## src/rtl/hdlc_tx_framer_if.sv

```systemverilog
// Byte-side handshake and serial line of the HDLC transmit framer.
// The master drives bytes and abort requests; the slave (framer) drives the line and status pulses.
interface hdlc_tx_framer_if;
  logic [7:0] Tx_Data;
  logic       Tx_DataValid;
  logic       Tx_LastByte;
  logic       Tx_AbortFrame;
  logic       Tx;
  logic       Tx_NewByte;
  logic       Tx_ValidFrame;
  logic       Tx_Done;
  logic       Tx_AbortedTrans;

  modport master (
    output Tx_Data, Tx_DataValid, Tx_LastByte, Tx_AbortFrame,
    input  Tx, Tx_NewByte, Tx_ValidFrame, Tx_Done, Tx_AbortedTrans
  );

  modport slave (
    input  Tx_Data, Tx_DataValid, Tx_LastByte, Tx_AbortFrame,
    output Tx, Tx_NewByte, Tx_ValidFrame, Tx_Done, Tx_AbortedTrans
  );
endinterface

```

## src/rtl/hdlc_tx_framer.sv

```systemverilog
// HDLC transmit framer: start flag, LSB-first data with zero insertion, end flag or abort pattern.
// The registered state always describes the bit currently on Tx.
//
// state        | meaning
// S_IDLE       | line idles at 1, waiting for Tx_DataValid
// S_START_FLAG | Tx carries start-flag bit cnt_q (01111110)
// S_DATA       | Tx carries data bit cnt_q of shreg_q, or a stuffed 0 after it
// S_END_FLAG   | Tx carries end-flag bit cnt_q
// S_ABORT      | Tx carries abort-pattern bit cnt_q (01111111)
module hdlc_tx_framer (
  input  logic            Clk,
  input  logic            Rst,
  hdlc_tx_framer_if.slave tx_if
);

  typedef enum logic [2:0] {
    S_IDLE,
    S_START_FLAG,
    S_DATA,
    S_END_FLAG,
    S_ABORT
  } state_t;

  state_t     state_q, state_d;
  logic [2:0] cnt_q, cnt_d;
  logic [7:0] shreg_q, shreg_d;
  logic [2:0] ones_q, ones_d;
  logic       stuff_q, stuff_d;
  logic       last_q, last_d;
  logic       tx_q, tx_d;

  logic [2:0] cnt_inc;
  logic       load_byte;
  logic       enter_abort;

  function automatic logic flag_bit(input logic [2:0] idx);
    return (idx != 3'd0) && (idx != 3'd7);
  endfunction

  function automatic logic [2:0] ones_next(input logic [2:0] ones, input logic b);
    return b ? ones + 3'd1 : 3'd0;
  endfunction

  assign cnt_inc = cnt_q + 3'd1;

  always_ff @(posedge Clk or posedge Rst) begin
    if (Rst) begin
      state_q <= S_IDLE;
      cnt_q   <= 3'd0;
      shreg_q <= 8'h00;
      ones_q  <= 3'd0;
      stuff_q <= 1'b0;
      last_q  <= 1'b0;
      tx_q    <= 1'b1;
    end else begin
      state_q <= state_d;
      cnt_q   <= cnt_d;
      shreg_q <= shreg_d;
      ones_q  <= ones_d;
      stuff_q <= stuff_d;
      last_q  <= last_d;
      tx_q    <= tx_d;
    end
  end

  always_comb begin
    state_d     = state_q;
    cnt_d       = cnt_q;
    shreg_d     = shreg_q;
    ones_d      = ones_q;
    stuff_d     = stuff_q;
    last_d      = last_q;
    tx_d        = 1'b1;
    load_byte   = 1'b0;
    enter_abort = 1'b0;

    case (state_q)
      S_IDLE: begin
        ones_d  = 3'd0;
        stuff_d = 1'b0;
        if (tx_if.Tx_DataValid) begin
          state_d = S_START_FLAG;
          cnt_d   = 3'd0;
          tx_d    = 1'b0;
        end
      end

      S_START_FLAG: begin
        if (tx_if.Tx_AbortFrame) begin
          enter_abort = 1'b1;
        end else if (cnt_q != 3'd7) begin
          cnt_d = cnt_inc;
          tx_d  = flag_bit(cnt_inc);
        end else if (tx_if.Tx_DataValid) begin
          load_byte = 1'b1;
        end else begin
          enter_abort = 1'b1;
        end
      end

      S_DATA: begin
        // A pending stuff bit goes out before the next data bit, byte or end flag.
        if (tx_if.Tx_AbortFrame) begin
          enter_abort = 1'b1;
        end else if (!stuff_q && (ones_q == 3'd5)) begin
          stuff_d = 1'b1;
          tx_d    = 1'b0;
          ones_d  = 3'd0;
        end else if (cnt_q != 3'd7) begin
          cnt_d   = cnt_inc;
          stuff_d = 1'b0;
          tx_d    = shreg_q[cnt_inc];
          ones_d  = ones_next(ones_q, shreg_q[cnt_inc]);
        end else if (last_q) begin
          state_d = S_END_FLAG;
          cnt_d   = 3'd0;
          stuff_d = 1'b0;
          ones_d  = 3'd0;
          tx_d    = 1'b0;
        end else if (tx_if.Tx_DataValid) begin
          load_byte = 1'b1;
        end else begin
          enter_abort = 1'b1;
        end
      end

      S_END_FLAG: begin
        if (cnt_q != 3'd7) begin
          cnt_d = cnt_inc;
          tx_d  = flag_bit(cnt_inc);
        end else begin
          state_d = S_IDLE;
          cnt_d   = 3'd0;
        end
      end

      S_ABORT: begin
        if (cnt_q != 3'd7) begin
          cnt_d = cnt_inc;
        end else begin
          state_d = S_IDLE;
          cnt_d   = 3'd0;
        end
      end

      default: begin
        state_d = S_IDLE;
        cnt_d   = 3'd0;
      end
    endcase

    if (enter_abort) begin
      state_d = S_ABORT;
      cnt_d   = 3'd0;
      tx_d    = 1'b0;
      ones_d  = 3'd0;
      stuff_d = 1'b0;
    end

    if (load_byte) begin
      state_d = S_DATA;
      shreg_d = tx_if.Tx_Data;
      last_d  = tx_if.Tx_LastByte;
      cnt_d   = 3'd0;
      stuff_d = 1'b0;
      tx_d    = tx_if.Tx_Data[0];
      ones_d  = ones_next(ones_q, tx_if.Tx_Data[0]);
    end
  end

  assign tx_if.Tx              = tx_q;
  assign tx_if.Tx_NewByte      = load_byte;
  assign tx_if.Tx_ValidFrame   = (state_q == S_START_FLAG) || (state_q == S_DATA) ||
                                 (state_q == S_END_FLAG);
  assign tx_if.Tx_Done         = (state_q == S_END_FLAG) && (cnt_q == 3'd7);
  assign tx_if.Tx_AbortedTrans = (state_q == S_ABORT) && (cnt_q == 3'd0);

endmodule

```

## src/flat_wrapper.sv

```systemverilog
// flat-port wrapper written by rule: the top's interface ports become plain ports
module hdlc_tx_framer_flat 
  (Clk, Rst, tx_if_Tx_Data, tx_if_Tx_DataValid, tx_if_Tx_LastByte, tx_if_Tx_AbortFrame, tx_if_Tx, tx_if_Tx_NewByte, tx_if_Tx_ValidFrame, tx_if_Tx_Done, tx_if_Tx_AbortedTrans);
  hdlc_tx_framer_if tx_if_i ();
  input  logic Clk;
  input  logic Rst;
  input wire logic [$bits(tx_if_i.Tx_Data)-1:0] tx_if_Tx_Data;
  input wire logic [$bits(tx_if_i.Tx_DataValid)-1:0] tx_if_Tx_DataValid;
  input wire logic [$bits(tx_if_i.Tx_LastByte)-1:0] tx_if_Tx_LastByte;
  input wire logic [$bits(tx_if_i.Tx_AbortFrame)-1:0] tx_if_Tx_AbortFrame;
  output wire logic [$bits(tx_if_i.Tx)-1:0] tx_if_Tx;
  output wire logic [$bits(tx_if_i.Tx_NewByte)-1:0] tx_if_Tx_NewByte;
  output wire logic [$bits(tx_if_i.Tx_ValidFrame)-1:0] tx_if_Tx_ValidFrame;
  output wire logic [$bits(tx_if_i.Tx_Done)-1:0] tx_if_Tx_Done;
  output wire logic [$bits(tx_if_i.Tx_AbortedTrans)-1:0] tx_if_Tx_AbortedTrans;
  assign tx_if_i.Tx_Data = tx_if_Tx_Data;
  assign tx_if_i.Tx_DataValid = tx_if_Tx_DataValid;
  assign tx_if_i.Tx_LastByte = tx_if_Tx_LastByte;
  assign tx_if_i.Tx_AbortFrame = tx_if_Tx_AbortFrame;
  assign tx_if_Tx = tx_if_i.Tx;
  assign tx_if_Tx_NewByte = tx_if_i.Tx_NewByte;
  assign tx_if_Tx_ValidFrame = tx_if_i.Tx_ValidFrame;
  assign tx_if_Tx_Done = tx_if_i.Tx_Done;
  assign tx_if_Tx_AbortedTrans = tx_if_i.Tx_AbortedTrans;
  hdlc_tx_framer u_core (.Clk(Clk), .Rst(Rst), .tx_if(tx_if_i));
endmodule
```

## config.mk

```make
export PLATFORM = sky130hd
export DESIGN_NAME = hdlc_tx_framer_flat
export DESIGN_NICKNAME = d
export VERILOG_FILES = /design/src/rtl/hdlc_tx_framer_if.sv /design/src/rtl/hdlc_tx_framer.sv /design/src/flat_wrapper.sv
export SDC_FILE = /design/constraint.sdc
export NUM_CORES = 1
export LEC_CHECK = 0
export BUFFER_PORTS_ARGS = -buffer_cell sky130_fd_sc_hd__buf_4
export CAP_MARGIN = 30
export CORE_MARGIN = 2
export CORE_UTILIZATION = 45
export DETAILED_ROUTE_END_ITERATION = 10
export GPL_TIMING_DRIVEN = 1
export PLACE_DENSITY = 0.65
export SLEW_MARGIN = 30
export SYNTH_ARGS = -nofsm -noshare
export SYNTH_HDL_FRONTEND = slang
export SYNTH_SLANG_ARGS = --single-unit
```

## constraint.sdc

```tcl
create_clock -name Clk -period 3.1 [get_ports Clk]
set_clock_uncertainty 0.15 [all_clocks]
set_input_delay 0.62 -clock Clk [delete_from_list [all_inputs] [get_ports Clk]]
set_output_delay 0.62 -clock Clk [all_outputs]
set_load 0.01 [all_outputs]
```

==> Word level (Yosys, flattened, before mapping) <==
Cells that the tools add are included.
{ "classes": {"addsub": 2, "multipliers": 0, "div_mod_pow": 0, "order_cmp": 1, "eq_ne": 19, "n_shift": 0, "n_mux": 62, "n_bitwise": 0, "reduce_logical": 15} }
{ "op_table": {"columns": ["operator", "n"], "rows": [
  ["2-to-1 mux 3 bit", 25],
  ["2-to-1 mux 1 bit", 29],
  ["inequality test 4 x 3 -> 1 bit, second input constant", 6],
  ["one-hot mux 3 bit (4 select lines)", 2],
  ["== test 3 bit, second input constant", 3],
  ["inequality test 4 x 2 -> 1 bit, second input constant", 2],
  ["AND reduction 7 bit", 1],
  ["adder 3 x 1 -> 3 bit, second input constant", 2],
  ["== test 3 x 2 -> 1 bit, second input constant", 2],
  ["logical NOT 3 bit", 2],
  ["inequality test 3 bit, second input constant", 2],
  ["inequality test 6 x 2 -> 1 bit, second input constant", 1],
  ["one-hot mux 1 bit (2 select lines)", 3],
  ["one-hot mux 3 bit (2 select lines)", 1],
  ["AND reduction 6 bit", 1],
  ["inequality test 5 x 2 -> 1 bit, second input constant", 1],
  ["logical AND 1 bit", 4],
  ["< comparator 3 x 4 -> 1 bit, second input constant", 1],
  ["one-hot mux 1 bit (4 select lines)", 1],
  ["nonzero test 4 bit", 1],
  ["binary-select mux 1 bit (select 3 bit)", 1],
  ["== test 3 x 1 -> 1 bit, second input constant", 1],
  ["inequality test 3 x 2 -> 1 bit, second input constant", 1],
  ["AND reduction 3 bit", 1],
  ["4 further kinds", 5]
]} }
{ "word_totals": {"register_bits": 20, "latch_bits": 0, "ramBits": 0, "romBits": 0, "in_bits": 13, "output_inout_bits": 5, "memories": 0} }

==> Depth between registers and ports, before layout <==
{ "logic_depth": {"depth_word": 10, "mapped_depth": 9, "mapped_depth_nobuf": 8} }

==> Worst setup path after synthesis <==
No wires, ideal clock.
{ "synth_timing": {"kind": "input -> register", "start": "input port tx_if_Tx_AbortFrame", "end": "register u_core.state_q[0]", "setup_ns": 0.125, "t_arrival_ns": 2.052, "t_required_ns": 2.825, "path_slack_ns": 0.773, "cell_stages": 8, "path_buffers": 2, "path_cell_list": "clkbuf_1 > inv_1 > nand4_1 > or2_2 > buf_4 > clkinv_1 > nor3_1 > mux2_2"} }
{ "synth_via": {"elab_chain_cells": 4} }
{ "synth_lines": {"columns": ["item", "line", "rtl"], "rows": [
  ["start, declared", "flat_wrapper.sv:10", "input wire logic [$bits(tx_if_i.Tx_AbortFrame)-1:0] tx_if_Tx_AbortFrame;"],
  ["2-to-1 mux 1 bit (on tied branches)", "hdlc_tx_framer.sv:103, hdlc_tx_framer.sv:89", null],
  ["one-hot mux 1 bit (2 select lines) *", "hdlc_tx_framer.sv:77", "case (state_q)"],
  ["named net tx_if_Tx_NewByte", "flat_wrapper.sv:12", "output wire logic [$bits(tx_if_i.Tx_NewByte)-1:0] tx_if_Tx_NewByte;"],
  ["inequality test 4 x 2 -> 1 bit (no source line) (tied with other cells)", null, null],
  ["AND reduction 7 bit (no source line)", null, null],
  ["end signal, assigned", "hdlc_tx_framer.sv:56", "state_q <= state_d;"],
  ["end, declared", "hdlc_tx_framer.sv:24", "state_t state_q, state_d;"]
]} }
The timed path passes the listed nets; every way through them passes the cells marked *.
A chain may end at the register's enable or synchronous reset.

==> Final worst setup path <==
{ "layout_timing": {"start": "register u_core.cnt_q[0]", "end": "output port tx_if_Tx_NewByte"} }
{ "layout_via": {"elab_chain_cells": 5} }
{ "layout_lines": {"columns": ["item", "line", "rtl"], "rows": [
  ["start, declared", "hdlc_tx_framer.sv:25", "logic [2:0] cnt_q, cnt_d;"],
  ["start signal, assigned", "hdlc_tx_framer.sv:57", "cnt_q <= cnt_d;"],
  ["inequality test 3 bit *", "hdlc_tx_framer.sv:91, hdlc_tx_framer.sv:109", null],
  ["2-to-1 mux 1 bit", "hdlc_tx_framer.sv:109", "end else if (cnt_q != 3'd7) begin"],
  ["2-to-1 mux 1 bit", "hdlc_tx_framer.sv:105", "end else if (!stuff_q && (ones_q == 3'd5)) begin"],
  ["2-to-1 mux 1 bit", "hdlc_tx_framer.sv:103", "if (tx_if.Tx_AbortFrame) begin"],
  ["one-hot mux 1 bit (2 select lines) *", "hdlc_tx_framer.sv:77", null],
  ["end, declared", "flat_wrapper.sv:12", null]
]} }
Every way passes the cells marked *; elsewhere a longest branch is shown, timed or not.

==> flow_metrics.py <==
metrics = {
    "detailed_routing": {
        "vias": 1029,
        "firstDrtPassIters": 4,
        "post_drt_wl_per_cell_um": 14.97,
        "dr.first_iter.drc_count": 52,
        "ant_nets": 0,
        "wl_met1_um": 1239,
        "detail_route.vias_per_cell": 5.685,
        "wl_met3_um": 154,
        "highest_layer": "met4",
        "wl_um": 2710,
        "drcViolationCount": 0,
        "dr_wl_met2_um": 1285,
    },
    "setup_path": {
        "worst-setup-path-type": "flop to output pin",
        "r2r_cells": 7,
        "endpoint_kind": "output pin",
        "worstPathMaxFanout": 10,
        "reg2reg_slack_ns": 0.54,
        "r2r_start": "u_core.cnt_q[0]",
        "cp-start-kind": "flop",
        "worst_ep_required_time_ns": 2.33,
        "crit_end": "tx_if_Tx_NewByte",
        "startpoint": "u_core.cnt_q[0]",
        "cp_data_arrival_time_ns": 2.15,
        "timing.rr.end": "u_core.state_q[0]",
    },
    "placement": {
        "placed_cell_area_mm2": 0.001395,
        "routabilityCongestion": 0.7958,
        "dpl.hpwl_um": 2104,
        "portBuffers": 17,
    },
    "floorplan": {
        "dieArea_mm2": 0.003239,
        "core_mm2": 0.002710,
        "die_w_um": 56.92,
        "rows": 19,
        "ios": 18,
        "fp.dieH_um": 56.92,
        "start_util_pct": 46.49,
    },
    "logic_synthesis": {
        "seq_area_frac_synth_pct": 39.82,
        "synth_area_mm2": 0.001260,
        "yosys_warnings": 0,
        "synthTopCellsByArea": "dfrtp_1 (38%), mux2_2 (7.1%), ha_1 (7.0%)",
        "ys_ff_latch": 20,
        "synth_fp_nets": 156,
        "synth_edf_count": 0,
        "synth_top_area_share_pct": 37.74,
        "netlist_instances": 136,
        "synth-main-ff-cell": "dfrtp_1",
        "synth.distinct_cells": 43,
        "yosys.area.top_type": "dfrtp_1",
        "avgSynthCellArea_um2": 9.264,
        "async_flop_share_pct": 100.0,
    },
    "timing": {
        "fin_crit_ns": 2.920,
        "setup_viol": 0,
        "period_share_pct": 94.20,
        "fmaxAchievable_mhz": 342.4,
        "slew_headroom_pct": 49.36,
        "slew_violations": 0,
        "finalHoldViolations": 0,
        "hold_ws_ns": 0.2914,
        "grt_setup_unrepaired": "no",
        "max_slew.worst_pin.slew_ns": 0.7587,
        "tns_ns": 0,
    },
    "layout": {
        "layout.nets": 171,
        "n_antenna_cell": 0,
        "design_area_mm2": 0.001423,
        "drive_gt1_share_pct": 22.67,
        "fin_util_pct": 52.49,
        "final_cell_mix": "dfrtp_1 (18), buf_4 (17), nand2_1 (13), nor2_1 (12), o21ai_0 (11)",
        "nFillCells": 270,
        "final_common_cell": "dfrtp_1",
        "multi_input_area_um2": 685.7,
        "area_delta_synth_final_pct": 12.91,
        "regArea_um2": 503.0,
    },
    "status": {
        "status": "completed",
    },
    "global_routing": {
        "grt_pass1_wl_um": 4657,
        "first_global_vias": 984,
        "grt_max_degree": 21,
        "grt_usage_pct": 18.59,
        "overflow": 0,
        "antenna_found_initial": 0,
    },
    "power_and_ir_drop": {
        "pwr_density_cell_mw_per_mm2": 554.4,
        "peakVddDrop_mv": 0.2837,
        "p_leak_nw": 0.6702,
        "totalPowerFinal_w": 0.0007887,
    },
    "clocking": {
        "cts_tree": "yes",
        "max-clock-path-buffers": 2,
        "hold_buffers": 0,
        "numCtsBuffers": 3,
        "clkSinkCount": 20,
        "ctsResizeCount": 0,
        "cts-root-buf": "clkbuf_4",
        "clk_pin_slew_ns": 0.11,
        "worstSkewPairLatency_ns": 0.30,
        "htreeDepth": 1,
        "cts_setup_buffers": 0,
    },
    "min_path": {
        "min_path_type": "input port to async pin",
    },
    "run": {
        "cap_violations": 0,
    },
}
## metal layers
metal | vias up | global-route usage [%]
met2 | 48 | 31.03
met4 | 0 | 5.980
li1 | 515 | -
met5 | - | 0
met3 | 4 | 2.765
met1 | 462 | 24.82
## per-stage QoR
step                      cells  setup WS, ns
after floorplan             136        0.7730
after global placement      177        0.5053
after detailed placement    177        0.4504
after CTS                   181       0.09097
after global routing        181       0.03732
final                       181        0.1798
## cell usage after synthesis, drive strengths merged, types with 2 or more instances
cell	n
ha	7
mux2i	3
a211oi	3
o31ai	2
inv	10
nor2	12
a2111oi	3
mux2	8
buf	3
o41ai	2
nor2b	3
dfrtp	19
a21oi	6
nand2	13
o21ai	12
clkbuf	4
nor3b	2
xnor2	2
nor3	2
## critical path, stage by stage (launching register included)
cell and delay [ns]:
dfrtp_2 0.49, ha_1 0.26, ha_1 0.24, nand4_1 0.13, or2_2 0.23, clkinv_1 0.26, buf_4 0.23
## state kept, by name, indices dropped and copies added (netlist names)
name             flops
u_core.stuff_q       1
u_core.cnt_q         3
u_core.shreg_q       8
u_core.state_q       3
u_core.tx_if.Tx      1
u_core.ones_q        3
u_core.last_q        1
## logic make-up after synthesis
group                      count (synthesis)  share of synthesized area [%]
AOI/OAI and AO/OA                         35                          18.47
xor gates and xnor gates                   2                          1.391
adders and majority gates                  7                          6.951
buffers and inverters                     18                          6.355
DFF                                       20                          39.82
muxes                                     11                          9.534
and+or+nand+nor                           43                          17.48
## layout make-up
type	instances	share of cell area [%]
Multi-Input combinational cell	98	48.20
Timing Repair Buffer	17	8.971
Tap cell	31	2.726
Inverter	11	2.902
Clock buffer	4	1.847
Sequential cell	20	35.36
## worst min path at each step
stage                            startpoint                end  cells past startpoint
after floorplan           u_core.shreg_q[0]  u_core.shreg_q[0]                      1
after global placement       u_core.stuff_q     u_core.stuff_q                      2
after detailed placement  u_core.shreg_q[0]  u_core.shreg_q[0]                      1
final                                   Rst  u_core.shreg_q[5]                      2
after global routing                    Rst  u_core.shreg_q[1]                      2
after CTS                               Rst  u_core.shreg_q[5]                      2
## power breakdown
part	internal [W]	leakage, nW	total, W	switching (W)
Combinational	0.000139	0.390	0.000300	0.000161
Clock	0.0000501	0.0150	0.000129	0.0000792
Sequential	0.000297	0.265	0.000359	0.0000623
Total	0.000486	0.670	0.000789	0.000303
Note: power is estimated with default switching activity, not from simulation.
